$ cat src/rtl/fp16_mul_stream_ctrl.sv
`default_nettype none
// +---------------------------------------------------------------------------+
// | fp16_mul_stream_ctrl                                                      |
// | Valid/ready front end, in-flight tracking and classified result FIFO for |
// | a fixed-latency, non-stalling FP16 multiplier.                            |
// | Revision: 1.0                                                             |
// +---------------------------------------------------------------------------+
module fp16_mul_stream_ctrl #(
    parameter int MUL_LATENCY = 11,
    parameter int FIFO_DEPTH  = 16,
    localparam int CW         = $clog2(FIFO_DEPTH) + 1
) (
    input  logic          clk,
    input  logic          rst_n,
    input  logic          in_valid,
    output logic          in_ready,
    input  logic [15:0]   in_a,
    input  logic [15:0]   in_b,
    output logic [15:0]   mul_a,
    output logic [15:0]   mul_b,
    input  logic [15:0]   mul_out,
    output logic          out_valid,
    input  logic          out_ready,
    output logic [15:0]   out_result,
    output logic [3:0]    out_flags,
    output logic [CW-1:0] inflight,
    output logic [CW-1:0] fifo_count,
    output logic          err_overflow
);
    localparam int            AW      = $clog2(FIFO_DEPTH);
    localparam logic [CW-1:0] C_DEPTH = CW'(FIFO_DEPTH);
    localparam logic [CW-1:0] C_ONE   = CW'(1);

    logic [MUL_LATENCY-1:0] vld_sr_q, vld_sr_d;
    logic [AW-1:0]          wr_ptr_q, wr_ptr_d;
    logic [AW-1:0]          rd_ptr_q, rd_ptr_d;
    logic [CW-1:0]          inflight_q, inflight_d;
    logic [CW-1:0]          fifo_count_q, fifo_count_d;
    logic                   err_overflow_q, err_overflow_d;
    logic [19:0]            mem_q [FIFO_DEPTH];

    logic                   w_issue;
    logic                   w_retire;
    logic                   w_pop;
    logic                   w_full;
    logic                   w_wr_en;
    logic [CW:0]            w_credit;
    logic [4:0]             w_exp;
    logic [9:0]             w_frac;
    logic [3:0]             w_cap_flags;

    // Credit covers both queued results and results still inside the multiplier.
    assign w_credit  = {1'b0, fifo_count_q} + {1'b0, inflight_q};
    assign in_ready  = (w_credit < {1'b0, C_DEPTH});
    assign w_issue   = in_valid & in_ready;
    assign w_retire  = vld_sr_q[MUL_LATENCY-1];
    assign out_valid = (fifo_count_q != '0);
    assign w_pop     = out_valid & out_ready;
    assign w_full    = (fifo_count_q == C_DEPTH);
    assign w_wr_en   = w_retire & (~w_full | w_pop);

    assign mul_a = w_issue ? in_a : 16'h0000;
    assign mul_b = w_issue ? in_b : 16'h0000;

    assign w_exp       = mul_out[14:10];
    assign w_frac      = mul_out[9:0];
    assign w_cap_flags = {(w_exp == 5'h1f) && (w_frac != 10'd0),
                          (w_exp == 5'h1f) && (w_frac == 10'd0),
                          (w_exp == 5'h00) && (w_frac == 10'd0),
                          (w_exp == 5'h00) && (w_frac != 10'd0)};

    assign out_result   = mem_q[rd_ptr_q][15:0];
    assign out_flags    = mem_q[rd_ptr_q][19:16];
    assign inflight     = inflight_q;
    assign fifo_count   = fifo_count_q;
    assign err_overflow = err_overflow_q;

    always_comb begin
        vld_sr_d    = '0;
        vld_sr_d[0] = w_issue;
        for (int k = 1; k < MUL_LATENCY; k++) begin
            vld_sr_d[k] = vld_sr_q[k-1];
        end
    end

    always_comb begin
        inflight_d = inflight_q;
        case ({w_issue, w_retire})
            2'b10:   inflight_d = inflight_q + C_ONE;
            2'b01:   inflight_d = inflight_q - C_ONE;
            default: inflight_d = inflight_q;
        endcase
    end

    always_comb begin
        fifo_count_d = fifo_count_q;
        case ({w_wr_en, w_pop})
            2'b10:   fifo_count_d = fifo_count_q + C_ONE;
            2'b01:   fifo_count_d = fifo_count_q - C_ONE;
            default: fifo_count_d = fifo_count_q;
        endcase
    end

    always_comb begin
        wr_ptr_d       = w_wr_en ? wr_ptr_q + AW'(1) : wr_ptr_q;
        rd_ptr_d       = w_pop   ? rd_ptr_q + AW'(1) : rd_ptr_q;
        err_overflow_d = err_overflow_q | (w_retire & w_full & ~w_pop);
    end

    always_ff @(posedge clk) begin
        if (!rst_n) begin
            vld_sr_q       <= '0;
            wr_ptr_q       <= '0;
            rd_ptr_q       <= '0;
            inflight_q     <= '0;
            fifo_count_q   <= '0;
            err_overflow_q <= 1'b0;
        end else begin
            vld_sr_q       <= vld_sr_d;
            wr_ptr_q       <= wr_ptr_d;
            rd_ptr_q       <= rd_ptr_d;
            inflight_q     <= inflight_d;
            fifo_count_q   <= fifo_count_d;
            err_overflow_q <= err_overflow_d;
        end
    end

    // Storage needs no reset; occupancy alone defines which entries are live.
    always_ff @(posedge clk) begin
        if (rst_n && w_wr_en) begin
            mem_q[wr_ptr_q] <= {w_cap_flags, mul_out};
        end
    end

endmodule
`default_nettype wire
$ cat config.mk
export PLATFORM = sky130hd
export DESIGN_NAME = fp16_mul_stream_ctrl
export DESIGN_NICKNAME = d
export VERILOG_FILES = /design/src/rtl/fp16_mul_stream_ctrl.sv
export SDC_FILE = /design/constraint.sdc
export NUM_CORES = 1
export LEC_CHECK = 0
export BUFFER_PORTS_ARGS = -buffer_cell sky130_fd_sc_hd__buf_2
export CAP_MARGIN = 40
export CORE_MARGIN = 5
export CORE_UTILIZATION = 59
export CTS_CLUSTER_DIAMETER = 100
export CTS_CLUSTER_SIZE = 10
export DETAILED_ROUTE_END_ITERATION = 8
export HOLD_SLACK_MARGIN = 0.1
export PLACE_DENSITY = 0.76
export SLEW_MARGIN = 30
export SYNTH_ARGS = -nofsm -noshare
export SYNTH_HDL_FRONTEND = slang
export SYNTH_SLANG_ARGS = --single-unit
export TNS_END_PERCENT = 10
$ cat constraint.sdc
create_clock -name clk -period 4.3 [get_ports clk]
set_clock_uncertainty 0.15 [all_clocks]
set_input_delay 1.075 -clock clk [delete_from_list [all_inputs] [get_ports clk]]
set_output_delay 1.075 -clock clk [all_outputs]
set_load 0.01 [all_outputs]
==> flow_summary.toml <==
[outcome]
status = "complete, no violations"

[cts]
cts-root-buf = "clkbuf_16"
cts.sinks = 354
htree_levels = 2
cts_resized = 0
cts_hold_buf = 0
cts_setup_buffers = 0
clk_pin_slew_worst_paths_ns = 0.05
clockBufferDepth = 3
cts-buffers-inserted = 41
cts_tree = "done"
clk_latency_ns = 0.51

[power_and_ir_drop]
p_total_mw = 6.85
power_leakage_nw = 5.51
vdd_drop_max_mv = 0.319
pwr_density_cell_mw_per_mm2 = 420

[route]
vias = 7578
drcViolationCount = 0
ant_nets = 0
avgViaCountPerCell = 6.23
drtPass1Iterations = 5
wire_per_inst_um = 25.2
drt_wl_total_um = 30700
drt_iter0_markers = 714

[job]
drv_cap = 0

[critical_path]
cp_max_fo = 35
critPathArrivalTime_ns = 2.68
required_ns = 3.07
worst_setup_path_start_kind = "flip-flop"
r2r_setup_slack_ns = 0.65
r2r-end = "inflight[4]"
worstRegToRegCells = 13
r2r_start = "inflight[1]"
criticalPathCategory = "reg2out"
crit_path_end_kind = "primary output"

[timing]
hold_violations = 0
finalSetupViolations = 0
finalMaxSlewViolations = 0
finalCritPeriodShare_pct = 90.7
fin_crit_ns = 3.90
tightest_slew_ns = 0.827
final.setup.tns_ns = 0
clock.fmax_mhz = 256
slew_headroom_pct = 44.7
rsz0062_at_grt = "no"

[global_route]
grt_usage_pct = 23.4
grt_pass1_wl_um = 47200
grt_max_degree = 40
grt_pass1_vias = 8154
antenna_found_initial = 0
overflow = 0

[min_path]
hold_end = "vld_sr_q[1]"
hold-path-cell-count = 1
timing.hold.worst.start = "vld_sr_q[0]"
worstHoldPathType = "reg2reg"

[synthesis]
synth_top_area_cell = "edfxtp_1"
avgSynthCellArea_um2 = 19.2
synthCells = 729
yosys-top-cells-area = "edfxtp_1 69%, mux4_2 13%, dfxtp_1 4.9%"
synth_edf_count = 320
synth-main-ff-cell = "edfxtp_1"
synthesis.area_mm2 = 0.0140
yosys_register_bits = 354
ys_types = 48
synth_fp_nets = 798
netlist.area_leader.share_pct = 68.6
yosys_warnings = 0
async_flop_share_pct = 0
seq_area_frac_synth_pct = 73.5

[placed_design]
globalplace.congestion = 0.832
io_buffers = 116
dp_hpwl_um = 18000

[die]
die_w_um = 164
die_area_mm2 = 0.0269
fp-row-count = 56
fp.coreArea_mm2 = 0.0234
io_pins = 117
die_h_um = 164
initial_utilization_pct = 59.8

[final_layout]
nets = 953
layout_commonest_cell = "edfxtp_1"
final_cell_mix = "320 x edfxtp_1, 116 x buf_2, 80 x mux4_2, 42 x clkbuf_16, 40 x a22oi_1"
final_util_pct = 69.7
antenna_cells = 0
syn_to_final_growth_pct = 16.4
layout-drive-gt1-share_pct = 34.6
## kinds of logic (layout without fill, tap and decap cells)
logic type | Yosys count | after routing | synth area share, %
fa+ha+maj | 17 | 17 | 1.57
buf+inv | 44 | 213 | 1.42
simple gates | 151 | 151 | 5.85
xor+xnor | 9 | 9 | 0.563
flops | 354 | 354 | 73.5
mux | 86 | 86 | 13.3
compound gates | 68 | 68 | 3.83
## final cells by class
cell class | instances | area (um2)
clock buffers | 55 | 1100
clock inverters | 2 | 25.0
fillers | 1471 | 7100
inverters | 4 | 15.0
multi-input cells | 331 | 3570
flip-flops and latches | 354 | 10300
well taps | 319 | 399
repair buffers | 152 | 900
## Yosys cell counts (all sizes together) (2+ instances only)
library cell and count:
mux4 80, o21a 2, nor2b 6, nor2 28, or3 2, xnor2 8, nand3b 2, nand2 28
a22oi 40, and3 34, inv 4, and2 19, or2 2, edfxtp 320, buf 12, a21boi 3
nand2b 5, clkbuf 28, nand4b 2, nor3 2, o211ai 2, dfxtp 34, ha 16, o21ai 6
mux2i 6, a21oi 7, nand3 12, a21o 3
## worst max-delay path, stage by stage (launching register included)
cell	delay [ns]
dfxtp_1	0.49
ha_1	0.29
a31o_1	0.21
a21o_1	0.19
a2111oi_4	0.33
buf_4	0.31
and3_2	0.21
buf_2	0.12
## where the power goes
| part | switching, mW | internal (mW) |
|---|---|---|
| clock | 1.21 | 1.76 |
| sequential | 0.00492 | 3.74 |
| combinational | 0.0783 | 0.0457 |
| total | 1.30 | 5.55 |
## how the worst max path moves through the flow
stage          slack, ns           to           from
6_report            0.40     mul_a[1]    inflight[1]
5_1_grt             0.22     mul_a[3]    inflight[1]
4_1_cts             0.38     mul_a[1]    inflight[1]
3_5_place_dp        0.68  inflight[4]    inflight[1]
3_3_place_gp        0.89  inflight[4]    inflight[1]
2_1_floorplan       0.92  inflight[4]  fifo_count[1]
## registers in the layout, summed over array words and instances, names as in the netlist, named ones only
signal	count
err_overflow	1
fifo_count	5
rd_ptr_q	4
mem_q	320
wr_ptr_q	4
vld_sr_q	11
inflight	5
## per-layer routing
layer	up-vias	global-route usage [%]	part of all wire [%]
met5	-	0	0
li1	3252	-	-
met3	45	4.84	10
met4	0	5.57	1.8
met2	484	39.0	51
met1	3797	32.4	37
## stage by stage
stage / hold WS (ns) / instances / instance area, um2 / worst slack (ns)
detailed placement: 0.270 / 1158 / 15200 / 0.683
finish: 0.281 / 1217 / 16300 / 0.399
global placement: 0.263 / 1155 / 15100 / 0.889
global route: 0.290 / 1217 / 16300 / 0.224
floorplan: 0.262 / 729 / 14000 / 0.924
CTS: 0.283 / 1215 / 16300 / 0.378
No activity file was read; power rests on OpenSTA's default activity.
